### config.mk
export PLATFORM = sky130hd
export DESIGN_NAME = pipe_stage_reg
export DESIGN_NICKNAME = d
export VERILOG_FILES = /design/src/rtl/cpu_pkg.sv /design/src/rtl/tnew_sat_dec.sv /design/src/rtl/pipe_stage_reg.sv
export SDC_FILE = /design/constraint.sdc
export NUM_CORES = 1
export LEC_CHECK = 0
export CORE_AREA = 2 2 131 133
export DETAILED_ROUTE_END_ITERATION = 8
export DIE_AREA = 0 0 133 135
export MAX_ROUTING_LAYER = met4
export PLACE_DENSITY = 0.8
export SYNTH_ARGS = -nofsm -noshare
export SYNTH_HDL_FRONTEND = slang
export SYNTH_SLANG_ARGS = --single-unit
### constraint.sdc
create_clock -name clk -period 11.99 [get_ports clk]
set_input_delay 2.398 -clock clk [delete_from_list [all_inputs] [get_ports clk]]
set_output_delay 2.398 -clock clk [all_outputs]
set_load 0.02 [all_outputs]
### src/rtl/cpu_pkg.sv
// Shared definitions for the five-stage MIPS core: exception codes, control-vector
// layout, T_new width and the pipeline-register update-mode selector.
package cpu_pkg;

  localparam logic [31:0] EXC_VEC_DEFAULT = 32'h0000_4180;

  localparam int unsigned EXC_W  = 5;
  localparam int unsigned TNEW_W = 3;

  // Int cannot use code 0 because 0 means "no exception" in the pipeline
  localparam logic [EXC_W-1:0] EXC_NONE    = EXC_W'(0);
  localparam logic [EXC_W-1:0] EXC_INT     = EXC_W'(16);
  localparam logic [EXC_W-1:0] EXC_ADEL    = EXC_W'(4);
  localparam logic [EXC_W-1:0] EXC_ADES    = EXC_W'(5);
  localparam logic [EXC_W-1:0] EXC_SYSCALL = EXC_W'(8);
  localparam logic [EXC_W-1:0] EXC_RI      = EXC_W'(10);
  localparam logic [EXC_W-1:0] EXC_OV      = EXC_W'(12);

  localparam int unsigned CTRL_MEMTOREG_BIT = 0;
  localparam int unsigned CTRL_REGWRITE_BIT = 1;
  localparam int unsigned CTRL_MEMWRITE_BIT = 2;
  localparam int unsigned CTRL_MEMOP_LSB    = 3;
  localparam int unsigned CTRL_MEMOP_W      = 2;
  localparam int unsigned CTRL_C0WRITE_BIT  = 5;
  localparam int unsigned CTRL_EXLCLR_BIT   = 6;
  localparam int unsigned CTRL_SPARE_BIT    = 7;

  typedef enum logic [2:0] {
    STG_HOLD     = 3'd0,
    STG_REDIRECT = 3'd1,
    STG_BUBBLE   = 3'd2,
    STG_SQUASH   = 3'd3,
    STG_CAPTURE  = 3'd4
  } stg_op_e;

  // Update priority: req > flush > stall > squash > capture
  function automatic stg_op_e stg_op_sel(input logic req, input logic flush,
                                         input logic stall, input logic squash);
    stg_op_e op;
    if (req)         op = STG_REDIRECT;
    else if (flush)  op = STG_BUBBLE;
    else if (stall)  op = STG_HOLD;
    else if (squash) op = STG_SQUASH;
    else             op = STG_CAPTURE;
    return op;
  endfunction

endpackage

### src/rtl/tnew_sat_dec.sv
// Saturating decrement-by-one; shared by the pipeline registers and the hazard unit.
module tnew_sat_dec #(
  parameter int unsigned W = 3
) (
  input  logic [W-1:0] value,
  output logic [W-1:0] dec_c
);

  always_comb begin
    dec_c = value;
    if (value != '0) dec_c = value - W'(1);
  end

endmodule

### src/rtl/pipe_stage_reg.sv
// Inter-stage pipeline register with redirect/bubble/hold/squash/capture modes.
// Optional trace register for instr enabled by PIPE_INSTR_TRACE_EN.
module pipe_stage_reg #(
  parameter int unsigned DATA_W  = 32,
  parameter int unsigned N_WORDS = 2,
  parameter int unsigned CTRL_W  = 8,
  parameter int unsigned REG_W   = 5,
  parameter int unsigned N_REGS  = 4,
  parameter int unsigned TNEW_W  = cpu_pkg::TNEW_W,
  parameter int unsigned EXC_W   = cpu_pkg::EXC_W,
  parameter logic [31:0] EXC_VEC = cpu_pkg::EXC_VEC_DEFAULT
) (
  input  logic                      clk,
  input  logic                      reset,
  input  logic                      req,
  input  logic                      flush,
  input  logic                      stall,
  input  logic                      valid_in,
  input  logic [CTRL_W-1:0]         ctrl_in,
  input  logic [N_WORDS*DATA_W-1:0] data_in,
  input  logic [N_REGS*REG_W-1:0]   regs_in,
  input  logic [31:0]               pc_in,
  input  logic [TNEW_W-1:0]         tnew_in,
  input  logic [EXC_W-1:0]          exc_in,
  input  logic                      bd_in,
  input  logic [31:0]               instr_in,
  output logic                      valid_out,
  output logic [CTRL_W-1:0]         ctrl_out,
  output logic [N_WORDS*DATA_W-1:0] data_out,
  output logic [N_REGS*REG_W-1:0]   regs_out,
  output logic [31:0]               pc_out,
  output logic [TNEW_W-1:0]         tnew_out,
  output logic [EXC_W-1:0]          exc_out,
  output logic                      bd_out,
  output logic [31:0]               instr_out
);

  import cpu_pkg::*;

  localparam int unsigned DATA_BITS = N_WORDS * DATA_W;
  localparam int unsigned REG_BITS  = N_REGS * REG_W;

  stg_op_e op_c;
  logic    squash_c;

  logic                  valid_q, valid_d;
  logic [CTRL_W-1:0]     ctrl_q,  ctrl_d;
  logic [DATA_BITS-1:0]  data_q,  data_d;
  logic [REG_BITS-1:0]   regs_q,  regs_d;
  logic [31:0]           pc_q,    pc_d;
  logic [TNEW_W-1:0]     tnew_q,  tnew_d;
  logic [EXC_W-1:0]      exc_q,   exc_d;
  logic                  bd_q,    bd_d;

  // An excepting instruction only squashes when the slot is real
  assign squash_c = valid_in && (exc_in != '0);

  always_comb begin
    op_c = stg_op_sel(req, flush, stall, squash_c);
  end

  // Next-state for every field except the optional trace word
  always_comb begin
    valid_d = valid_q;
    ctrl_d  = ctrl_q;
    data_d  = data_q;
    regs_d  = regs_q;
    pc_d    = pc_q;
    tnew_d  = tnew_q;
    exc_d   = exc_q;
    bd_d    = bd_q;
    unique case (op_c)
      STG_REDIRECT: begin
        valid_d = 1'b0;
        ctrl_d  = '0;
        data_d  = '0;
        regs_d  = '0;
        pc_d    = EXC_VEC;
        tnew_d  = '0;
        exc_d   = '0;
        bd_d    = 1'b0;
      end
      STG_BUBBLE: begin
        // pc/bd still advance so CP0 sees the correct macroscopic PC
        valid_d = 1'b0;
        ctrl_d  = '0;
        data_d  = '0;
        regs_d  = '0;
        pc_d    = pc_in;
        tnew_d  = '0;
        exc_d   = '0;
        bd_d    = bd_in;
      end
      STG_HOLD: begin
      end
      STG_SQUASH: begin
        valid_d = 1'b1;
        ctrl_d  = '0;
        data_d  = '0;
        regs_d  = '0;
        pc_d    = pc_in;
        tnew_d  = '0;
        exc_d   = exc_in;
        bd_d    = bd_in;
      end
      default: begin
        valid_d = valid_in;
        ctrl_d  = ctrl_in;
        data_d  = data_in;
        regs_d  = regs_in;
        pc_d    = pc_in;
        tnew_d  = tnew_in;
        exc_d   = exc_in;
        bd_d    = bd_in;
      end
    endcase
  end

  always_ff @(posedge clk or posedge reset) begin
    if (reset) begin
      valid_q <= 1'b0;
      ctrl_q  <= '0;
      data_q  <= '0;
      regs_q  <= '0;
      pc_q    <= '0;
      tnew_q  <= '0;
      exc_q   <= '0;
      bd_q    <= 1'b0;
    end else begin
      valid_q <= valid_d;
      ctrl_q  <= ctrl_d;
      data_q  <= data_d;
      regs_q  <= regs_d;
      pc_q    <= pc_d;
      tnew_q  <= tnew_d;
      exc_q   <= exc_d;
      bd_q    <= bd_d;
    end
  end

`ifdef PIPE_INSTR_TRACE_EN
  logic [31:0] instr_q, instr_d;

  always_comb begin
    instr_d = instr_q;
    unique case (op_c)
      STG_CAPTURE: instr_d = instr_in;
      STG_HOLD:    instr_d = instr_q;
      default:     instr_d = '0;
    endcase
  end

  always_ff @(posedge clk or posedge reset) begin
    if (reset) instr_q <= '0;
    else       instr_q <= instr_d;
  end

  assign instr_out = instr_q;
`else
  logic unused_instr;
  assign unused_instr = ^instr_in;
  assign instr_out    = '0;
`endif

  tnew_sat_dec #(.W(TNEW_W)) u_tnew_dec (
    .value (tnew_q),
    .dec_c (tnew_out)
  );

  assign valid_out = valid_q;
  assign ctrl_out  = ctrl_q;
  assign data_out  = data_q;
  assign regs_out  = regs_q;
  assign pc_out    = pc_q;
  assign exc_out   = exc_q;
  assign bd_out    = bd_q;

endmodule
# Yosys cells after proc, flatten, opt, wreduce, memory -nomap -nowiden
# Cells that the tools add are included.
[totals]
ff_bits = 134
inputBits = 171
output_inout_bits = 166
word_cells = 31
[classes]
n_addsub = 1
n_eq_ne = 3
muxes = 13
reduce_logical = 6
[op_table]
columns = ["cell", "n"]
rows = [
  ["$pmux 64 s2", 1],
  ["$pmux 32 s2", 1],
  ["$pmux 20 s2", 1],
  ["$pmux 8 s2", 1],
  ["$mux 3", 5],
  ["$pmux 5 s2", 1],
  ["$eq 3x2->1 const B", 2],
  ["$pmux 3 s2", 1],
  ["$reduce_bool 5->1", 1],
  ["$eq 3x1->1 const B", 1],
  ["$logic_not 3->1", 1],
  ["$pmux 1 s3", 1],
  ["$reduce_bool 3->1", 1],
  ["$reduce_or 3->1", 1],
  ["$sub 3x1->3 const B", 1],
  ["$pmux 1 s2", 1],
  ["$reduce_or 2->1", 1],
  ["$logic_and 1x1->1", 1],
]

# Depth between registers and ports, before layout
# Gate-level depths: netlist of run 1.
[depth]
ltp_word = 9
ltp_mapped = 7
mapped_depth_nobuf = 4

# By module
# From an unflattened synthesis of run 1, not the netlist that was laid out.
[hier_totals]
cells_unflattened = 640
area_unflattened_um2 = 6216.0
[by_module_without_submodules]
columns = ["module", "n_inst", "cells_each", "area_per_inst_um2"]
rows = [
  ["pipe_stage_reg", 1, 631, 6144.6],
  ["tnew_sat_dec", 1, 9, 71.3],
]

# Worst setup path after synthesis of run 1
# OpenSTA, ideal clock, no wires.
[synth_path]
path_type = "input to register"
startpoint = "input port exc_in[4]"
endpoint = "register data_q[0] (netlist: data_out[0])"
setup_time_ns = 0.068
arrival_time_ns = 3.559
required_ns = 11.922
path_slack_ns = 8.364
cell_stages = 5
path_buffers = 2
path_cell_list = "or4_1 o21ai_2 buf_6 buf_4 a32o_1"
[synth_via]
elab_chain_len = 9
elab_cells_between_ends = 12
cone_classes = "eq/ne: 3; mux: 5; reduce/logical: 4"
[synth_rtl]
columns = ["element", "line_no", "source"]
rows = [
  ["from (decl)", "pipe_stage_reg.sv:24", "input logic [EXC_W-1:0] exc_in,"],
  ["$reduce_bool 5->1 (*)", "pipe_stage_reg.sv:56", "assign squash_c = valid_in && (exc_in != '0);"],
  ["$logic_and 1x1->1 (*)", "pipe_stage_reg.sv:56", ""],
  ["$mux 3 (*)", "cpu_pkg.sv:43", "else if (squash) op = STG_SQUASH;"],
  ["$mux 3 (*)", "cpu_pkg.sv:42", "else if (stall) op = STG_HOLD;"],
  ["$mux 3 (*)", "cpu_pkg.sv:41", "else if (flush) op = STG_BUBBLE;"],
  ["$mux 3 (*)", "cpu_pkg.sv:40", "if (req) op = STG_REDIRECT;"],
  ["$eq 3x1->1 or $eq 3x2->1 (tied branches)", "pipe_stage_reg.sv:72", "unique case (op_c)"],
  ["$reduce_or 3->1 (no source line)", "-", ""],
  ["$pmux 64 s2", "pipe_stage_reg.sv:72", ""],
  ["to (signal assigned)", "pipe_stage_reg.sv:132", "data_q <= data_d;"],
  ["to (decl)", "pipe_stage_reg.sv:48", "logic [DATA_BITS-1:0] data_q, data_d;"],
]
# Mark *: on every way between the ends. The rest lies on a longest branch, timed or not.
# A chain may end at the register's enable or synchronous reset.

# Worst setup path in the final report of run 1
[layout_path]
startpoint = "input port req"
endpoint = "register data_q[46] (netlist: data_out[46])"
[layout_via]
elab_chain_len = 4
elab_cells_between_ends = 7
cone_classes = "eq/ne: 3; mux: 2; reduce/logical: 2"
[layout_rtl]
columns = ["element", "line_no", "source"]
rows = [
  ["from (decl)", "pipe_stage_reg.sv:15", "input logic req,"],
  ["$mux 3 (*)", "cpu_pkg.sv:40", ""],
  ["$eq 3x1->1 or $eq 3x2->1 (tied branches)", "pipe_stage_reg.sv:72", ""],
  ["$reduce_or 3->1 (no source line)", "-", ""],
  ["$pmux 64 s2", "pipe_stage_reg.sv:72", ""],
]
# Marked as above.

==> results.md, run 1 <==
* Slowest stage delay, CP at about 0.76 ns
* Number of synthesized register bits at 134
* Net Sw Frac at 25.6%
* Vias in the first global route at around 4500
* Post-CTS sizing at 0
* Crit-path max FO at 78
* Via density per instance at 4.79
* Commonest non-fill, non-tap cell in the layout: clkdlybuf4s50_1
* Drt initial violations at around 250
* Worst setup EP type: flop
* Postcts setup bufs at 0
* Worst reg2reg endpoint: tnew_q[0]
* Post-DP Area at 0.00818 mm2
* First-pass GRT wire length at 23800 um
* R2R depth at 1
* Vias at 4395
* H-tree levels at 4
* Clock-pin slew on the worst setup and hold paths at roughly 0.060 ns
* Placed Instances at a little under 900
* CTS tree: done
* Flop-to-flop setup slack at 11.25 ns
* Final setup skew at 0 ns
* Crit path buf inv count at 3
* Worst hold path endpoint: pc_out[21]
* Clock sinks at about 130
* Clk Latency, worst-skew pair at 0.40 ns
* Hold_buf cts at 0
* Clk pwr share at 44.2%
* Drt total wl at 15300 um
* Setup crit start kind: input pin
* Switch Pwr at 0.000288 W
* Cell Area, Synth at approximately 0.0055 mm2
* Total GRT Usage at 17.3%
* Sequential fraction of the synthesis area at 61.5%
* Post-route insts no fill at 917
* Hold_sp: pc_out[21]
* Min-Delay Path Class: flop to flop
* Max-cap viol count at 0
* Chip height at 135 um
* Crit-path leading delay family: buffers and inverters
* Syn_area_per_cell at approximately 13 um2
* Most frequent cells in the layout: 272 x clkdlybuf4s50_1, 134 x dfrtp_1, 95 x a32o_1
* RSZ-0062 raised after global routing: no
* Lkg Pwr at approximately 3.7 nW
* Post-Syn Instances at 431
* CTS max path bufs at 2
* Post-route cell area at 0.00874 mm2
* Antenna-violating nets left at 0
* Setup tns final at 0 ns
* Initial antenna violation count at 0
* Crit path required time at 12.33 ns
* Core Region at 0.0164 mm2
* P_int at 0.000837 W
* F_max at 217 MHz
* Distinct cell type count after synthesis at 20
* Worst Setup SP: req
* Crit path arrival time at 4.95 ns
* Setup Crit Path Kind: input pin to flop
* Die X at between 100 and 150 um
* Detailed placement HPWL at about 10000 um
* First-pass DRT Iterations at 4
* Total gr overflow at 0
* Root Buffer Master: clkbuf_16
* Nets at 858
* PwrDens at 129 mW/mm2
* Worst-Margin Slew at 1.07 ns
* Max VDD drop at 81.5 uV
* Hold Vio Cnt, Final at 0
* Most frequent CP cell: buf_4
* Normalized max-slew margin at 28.5%
* Outcome: finished, final reports clean
* Ports at 337
* # diodes at 0
* WHS Path Cells at 2
* Drt drc at 0
* Crit-path cells: clkdlybuf4s50_1 -> buf_4 -> or2_1 -> nor2_4 -> buf_4 -> a32o_1
* Worst R2R Start: tnew_q[0]
* Layout cells sized above 1 at 5.88%
* Die area at 0.0180 mm2
* Rows at 47
* Final setup fails at 0
* Maximum number of pins on one net before global-route repair at 100
* Initial Util at around 33%
* P&R area growth vs syn at 60.4%
* Routability congestion estimate from global placement at 0.744
* Tot Pwr at 0.00113 W
* Fin. max-slew vios at 0
* Synth warn at 0
* Crit-path slowest cell: buf_4
* Port bufs at 272
* Reg power frac at between 40% and 50%
* CTS Buf Count at 17
* Final min period at 4.61 ns
* Combinational share of power at 13.6%
* Tcrit/Tclk final at 38.5%
* Routed len/inst at roughly 17 um
[power groups by stage]
stage,sequential (W),combinational [W],clock [W]
4_1_cts,0.000475,0.000155,0.000512
5_1_grt,0.000476,0.000165,0.000534
6_report,0.000475,0.000153,0.000497
3_3_place_gp,0.000482,0.000153,0
3_5_place_dp,0.000483,0.000155,0
2_1_floorplan,0.000501,0.0000573,0
[synthesized netlist by cell type (all sizes together)]
library cell / instances / area, um2
nand2b: 30 / 188
xnor2: 1 / 8.76
buf: 56 / 384
nor3b: 1 / 12.5
ha: 3 / 37.5
clkbuf: 19 / 71.3
dfrtp: 134 / 3350
o21ai: 34 / 174
inv: 5 / 18.8
mux2i: 7 / 70.1
or2: 1 / 6.26
a32o: 95 / 951
or4: 1 / 7.51
nor2: 10 / 40.0
nand2: 33 / 124
conb: 1 / 3.75
[how the worst max path moves through the flow]
| stage | to | slack (ns) | cells after the start |
|---|---|---|---|
| after detailed placement | data_out[22] | 6.93 | 6 |
| after global placement | regs_out[17] | 6.95 | 6 |
| after floorplan | bd_out | 6.01 | 1 |
| final | data_out[46] | 7.38 | 6 |
| after global routing | data_out[24] | 7.21 | 6 |
| after CTS | data_out[24] | 7.36 | 6 |
[registers in the layout, summed over array words and instances, names as in the netlist]
register,flops
data_out,64
bd_out,1
pc_out,32
ctrl_out,8
regs_out,20
valid_out,1
tnew_q,3
exc_out,5
[kinds of logic after synthesis]
| logic type | share of synthesized area, % |
|---|---|
| flip-flops | 61.5 |
| buffers and inverters | 8.70 |
| AND/OR/NAND/NOR | 6.93 |
| adder cells (fa/ha/maj) | 0.689 |
| AO/OA/AOI/OAI | 20.6 |
| multiplexers | 1.29 |
| other | 0.0688 |
| XOR/XNOR | 0.161 |
[stage by stage]
step	hold WS (ns)	utilization, %	setup WS, ns
detailed placement	0.469	49.8	6.93
global route	0.501	53.3	7.21
floorplan	0.466	-	6.01
CTS	0.482	53.3	7.36
finish	0.476	53.3	7.38
global placement	0.463	49.8	6.95
[per-layer routing]
layer | wire length, um | vias up | GRT usage, %
li1 | - | 2043 | -
met1 | 6470 | 2158 | 22.0
met2 | 7530 | 179 | 26.7
met3 | 1090 | 15 | 5.37
met4 | 191 | 0 | 5.50
met5 | 0 | - | -
[final cells by class]
class / count / area, um2
inverter: 5 / 23.8
fill: 1433 / 7660
clock buffer: 19 / 443
timing repair buffer: 278 / 2770
tap: 220 / 275
multi-input combinational: 248 / 1760
clock inverter: 13 / 121
sequential: 134 / 3350
Power figures use the tool's default switching activity.
==> run 2: changes to the inputs <==
--- a/config.mk
+++ b/config.mk
@@ -5,11 +5,11 @@
 export SDC_FILE = /design/constraint.sdc
 export NUM_CORES = 1
 export LEC_CHECK = 0
-export CORE_AREA = 2 2 131 133
+export CORE_MARGIN = 2
+export CORE_UTILIZATION = 34
 export DETAILED_ROUTE_END_ITERATION = 8
-export DIE_AREA = 0 0 133 135
 export MAX_ROUTING_LAYER = met4
-export PLACE_DENSITY = 0.8
+export PLACE_DENSITY = 0.85
 export SYNTH_ARGS = -nofsm -noshare
 export SYNTH_HDL_FRONTEND = slang
 export SYNTH_SLANG_ARGS = --single-unit
==> constraint.sdc (replaced) <==
create_clock -name clk -period 3.9 [get_ports clk]
set_input_delay 0.78 -clock clk [delete_from_list [all_inputs] [get_ports clk]]
set_output_delay 0.78 -clock clk [all_outputs]
set_load 0.02 [all_outputs]
==> results.md, run 2 (synthesized netlist as in run 1, its figures left out) <==
* PwrDens at 387 mW/mm2 (+200%)
* Lkg Pwr at 3.70 nW (+1.2%)
* Crit-path cells: inv_1 -> ha_1 -> ha_1 -> xnor2_1 -> clkdlybuf4s50_1
* Crit path required time at 3.12 ns (-9.21 ns)
* Clock-pin slew on the worst setup and hold paths at 0.06 ns (about the same)
* Core Region at 0.0158 mm2 (-3.9%)
* Worst setup EP type: primary output
* CTS Buf Count at 17 (unchanged)
* Most frequent cells in the layout: 272 x clkdlybuf4s50_1, 134 x dfrtp_1, 95 x a32o_1
* Die X at 131 um (-1.8%)
* Via density per instance at 4.88 (+1.8%)
* Hold Vio Cnt, Final at 0 (unchanged)
* Nets at 863 (+0.58%)
* RSZ-0062 raised after global routing: no
* Port bufs at 272 (unchanged)
* Root Buffer Master: clkbuf_16
* Final setup fails at 0 (unchanged)
* Antenna-violating nets left at 0 (unchanged)
* Clock sinks at 134 (unchanged)
* Drt drc at 0 (unchanged)
* Worst R2R Start: exc_out[3]
* Worst-Margin Slew at 1.02 ns (-0.0533 ns)
* First-pass GRT wire length at 22800 um (-4.2%)
* Commonest non-fill, non-tap cell in the layout: clkdlybuf4s50_1
* CTS tree: done
* Max-cap viol count at 0 (unchanged)
* Clk Latency, worst-skew pair at 0.41 ns (about the same)
* Ports at 337 (unchanged)
* F_max at about 350 MHz
* Setup tns final at 0 ns (unchanged)
* Normalized max-slew margin at 32.0% (+3.6 points)
* Initial Util at 34.6% (+1.3 points)
* Outcome: finished, final reports clean
* Max VDD drop at 246 uV (+200%)
* Min-Delay Path Class: flop to flop
* Final setup skew at 0 ns (unchanged)
* Slowest stage delay, CP at 0.68 ns (-0.08 ns)
* Crit path arrival time at 2.08 ns (-2.87 ns)
* Vias in the first global route at 4408 (-1.1%)
* Die area at 0.0171 mm2 (-5.0%)
* Fin. max-slew vios at 0 (unchanged)
* Flop-to-flop setup slack at 3.15 ns (-8.10 ns)
* Total GRT Usage at 17.9% (+0.59 points)
* Hold_sp: pc_out[21]
* Vias at 4478 (+1.9%)
* Hold_buf cts at 0 (unchanged)
* Routability congestion estimate from global placement at 0.753 (+1.1%)
* Routed len/inst at 16.6 um (-0.34%)
* P&R area growth vs syn at 62.1%
* First-pass DRT Iterations at 5 (+1)
* Detailed placement HPWL at 10300 um (+1.9%)
* Setup crit start kind: flop
* Max reg flops at 64 (unchanged)
* Postcts setup bufs at 0 (unchanged)
* Crit-path max FO at 3 (-96%)
* Most frequent CP cell: ha_1
* Fill cells at 1327 (-7.4%)
* Tcrit/Tclk final at 73.2%
* H-tree levels at 4 (unchanged)
* Layout cells sized above 1 at 6.55% (+0.67 points)
* Total gr overflow at 0 (unchanged)
* Maximum number of pins on one net before global-route repair at 135 (+35%)
* Final min period at 2.86 ns
* Crit-path slowest cell: clkdlybuf4s50_1
* Worst Setup SP: tnew_q[0]
* Fin util at 56.0% (+2.7 points)
* Drt total wl at 15200 um (-0.23%)
* # diodes at 0 (unchanged)
* Chip height at 131 um (-3.3%)
* Post-CTS sizing at 0 (unchanged)
* Rows at 46 (-2.1%)
* CTS max path bufs at 2 (unchanged)
* Initial antenna violation count at 0 (unchanged)
* Drt initial violations at 216 (-12%)
* Setup Crit Path Kind: flop to primary output
## run 2: cell count changes in the layout (fill, tap and decap cells not counted), sizes merged
cell | before | now
clkbuf | 19 | 20
clkinvlp | 5 | 4
clkinv | 3 | 5
buf | 6 | 11
inv | 9 | 8
bufinv | 1 | 0
## run 2: where the power goes
part | total (W) | leakage [nW] | switching, W | internal, W
registers | 0.00146 | 1.82 | 0.0000235 | 0.00144
clock network | 0.00148 | 0.264 | 0.000621 | 0.000855
logic | 0.000486 | 1.62 | 0.000235 | 0.000250
total | 0.00342 | 3.70 | 0.000880 | 0.00254
## run 2: path summary, 6_finish.rpt
kind | endpoint | depth (start not counted)
hold reg to reg | pc_out[21] | 2
min in group asynchronous | pc_out[4] | 3
setup reg to reg | exc_out[3] | 2
hold / removal | pc_out[21] | 2
max in group asynchronous | regs_out[1] | 3
setup / recovery | tnew_out[0] | 5
## run 2: stage by stage
step	instance area, um2	instances	power [W]	hold WS (ns)	worst slack, ns
finish	8830	918	0.00342	0.477	1.04
global route	8830	918	0.00357	0.496	0.910
CTS	8830	918	0.00348	0.483	0.998
detailed placement	8280	886	0.00197	0.469	0.901
global placement	8280	886	0.00197	0.463	0.930
floorplan	5570	462	0.00172	0.466	1.45
## run 2: cell type report
cell class / instances / area (um2) / share of cell area, %
timing repair buffer: 283 / 2880 / 32.6
clock inverter: 12 / 93.8 / 1.06
sequential: 134 / 3350 / 38.0
clock buffer: 20 / 457 / 5.17
inverter: 5 / 22.5 / 0.255
multi-input combinational: 248 / 1760 / 19.9
tap: 216 / 270 / 3.06
## run 2: worst max-delay path, delay by kind of cell (launching register included)
kind / cells / cell delay [ns]
XOR/XNOR: 1 / 0.14
buffers and inverters: 2 / 0.73
adder cells (fa/ha/maj): 2 / 0.43
flip-flops: 1 / 0.38
## run 2: metal layers
metal,routed length [um],track usage [%],up-vias
met5,0,-,-
met4,343,7.38,0
met3,981,5.09,23
met2,7820,28.9,206
met1,6100,21.2,2192
li1,-,-,2057
==> run 3: changes to the inputs <==
==> constraint.sdc (replaced) <==
create_clock -name clk -period 2.44 [get_ports clk]
set_input_delay 0.488 -clock clk [delete_from_list [all_inputs] [get_ports clk]]
set_output_delay 0.488 -clock clk [all_outputs]
set_load 0.02 [all_outputs]
==> results.md, run 3 (synthesized netlist as in run 1, its figures left out) <==
* Die X at 131 um (unchanged)
* Post-CTS sizing at 2 (+2)
* Port bufs at 272 (unchanged)
* Outcome: finished, final reports clean
* Routability congestion estimate from global placement at 0.765 (+1.6%)
* Routed len/inst at 16.7 um (+0.85%)
* Crit path buf inv count at 2 (unchanged)
* Maximum number of pins on one net before global-route repair at 91 (-33%)
* Antenna-violating nets left at 0 (unchanged)
* Die area at 0.0171 mm2 (unchanged)
* Crit path required time at 1.95 ns (-1.17 ns)
* Tot Pwr at 0.00557 W (+63%)
* Drt drc at 0 (unchanged)
* Post-DP Area at 0.00838 mm2 (+1.2%)
* First-pass DRT Iterations at 4 (-1)
* Clock sinks at 134 (unchanged)
* Lkg Pwr at 3.78 nW (+2.3%)
* Total gr overflow at 0 (unchanged)
* Hold_sp: pc_out[25]
* Most frequent cells in the layout: 269 x clkdlybuf4s50_1, 134 x dfrtp_1, 95 x a32o_1
* P&R area growth vs syn at 64.1%
* Worst Setup SP: tnew_q[0]
* Crit-path leading delay family: buffers and inverters
* RSZ-0062 raised after global routing: no
* Nets at 871 (+0.93%)
* CTS max path bufs at 2 (unchanged)
* Detailed placement HPWL at 11000 um (+6.2%)
* Worst setup EP type: primary output
* Vias at 4553 (+1.7%)
* Postcts setup bufs at 0 (unchanged)
* Crit-path cells: inv_1 -> ha_1 -> ha_1 -> mux2i_1 -> dlygate4sd2_1
* Hold_buf cts at 0 (unchanged)
* H-tree levels at 4 (unchanged)
* Placed Instances at 894 (+0.90%)
* Most frequent CP cell: ha_1
* Worst R2R Start: data_out[35]
* Layout cells sized above 1 at 7.32% (+0.77 points)
* Crit-path slowest cell: dfrtp_1
* Post-route insts no fill at 926 (+0.87%)
* Initial Util at 34.6% (unchanged)
* Clk Latency, worst-skew pair at 0.40 ns (about the same)
* Crit-path max FO at 3 (unchanged)
* Initial antenna violation count at 0 (unchanged)
* Chip height at 131 um (unchanged)
* Max-cap viol count at 0 (unchanged)
* Max reg flops at 64 (unchanged)
* Final setup fails at 0 (unchanged)
* Crit path arrival time at 1.79 ns (-0.29 ns)
* Vias in the first global route at 4595 (+4.2%)
* Hold Vio Cnt, Final at 0 (unchanged)
* Total GRT Usage at 18.4% (+0.43 points)
* Drt total wl at 15500 um (+1.7%)
* # diodes at 0 (unchanged)
* Setup Crit Path Kind: flop to primary output
* CTS tree: done
* Slowest stage delay, CP at 0.39 ns (-0.29 ns)
* Min-Delay Path Class: flop to flop
* First-pass GRT wire length at 23400 um (+2.5%)
* Post-route cell area at 0.00895 mm2 (+1.3%)
* Final min period at 2.28 ns
* Root Buffer Master: clkbuf_16
* Fin. max-slew vios at 0 (unchanged)
* CTS Buf Count at 17 (unchanged)
* Fin util at 56.7% (+0.71 points)
* Max VDD drop at 665 uV (+170%)
* Clock-pin slew on the worst setup and hold paths at 0.05 ns (about the same)
* Rows at 46 (unchanged)
* Core Region at 0.0158 mm2 (unchanged)
* Final setup skew at 0 ns (unchanged)
* Setup tns final at 0 ns (unchanged)
* PwrDens at 622 mW/mm2 (+61%)
* Drt initial violations at 180 (-17%)
* F_max at 440 MHz
* Tcrit/Tclk final at approximately 93%
* Via density per instance at 4.92 (+0.80%)
* Ports at 337 (unchanged)
* Commonest non-fill, non-tap cell in the layout: clkdlybuf4s50_1
* Setup crit start kind: flop
## run 3: cell count changes in the layout (fill, tap and decap cells not counted), sizes merged
| cell | change |
|---|---|
| inv | -4 |
| dlymetal6s2s | +1 |
| buf | +8 |
| bufinv | +1 |
| clkbuf | +4 |
| dlygate4sd2 | +2 |
| clkdlybuf4s50 | -3 |
| clkinv | -1 |
## run 3: routing by layer
layer	global-route usage (%)	wire length, um	up-vias
li1	-	-	2075
met1	21.9	6220	2255
met2	29.5	7950	201
met3	5.42	1040	22
met4	7.13	295	0
met5	-	0	-
## run 3: metrics by stage
| step | hold WS, ns | setup WS [ns] |
|---|---|---|
| finish | 0.475 | 0.165 |
| CTS | 0.482 | 0.0557 |
| floorplan | 0.466 | 0.287 |
| global placement | 0.463 | 0.155 |
| detailed placement | 0.470 | 0.117 |
| global route | 0.502 | 0.0369 |
## run 3: path summary, 6_finish.rpt
kind	cells past startpoint	slack, ns	endpoint
setup / recovery	5	0.16	tnew_out[1]
hold / removal	2	0.48	pc_out[25]
setup reg to reg	1	1.70	data_out[35]
hold reg to reg	2	0.48	pc_out[25]
max in group asynchronous	3	1.50	tnew_q[0]
min in group asynchronous	3	0.58	pc_out[6]
## run 3: layout make-up
class                   instances  area (um2)
flip-flops and latches        134        3350
inverters                       5        22.5
well taps                     216         270
multi-input cells             248        1760
repair buffers                291        2980
clock buffers                  24         492
fillers                      1335        6820
clock inverters                 8        72.6
## run 3: report_power, final
part / internal, W / switching, W
combinational: 0.000413 / 0.000381
sequential: 0.00230 / 0.0000383
clock: 0.00150 / 0.000934
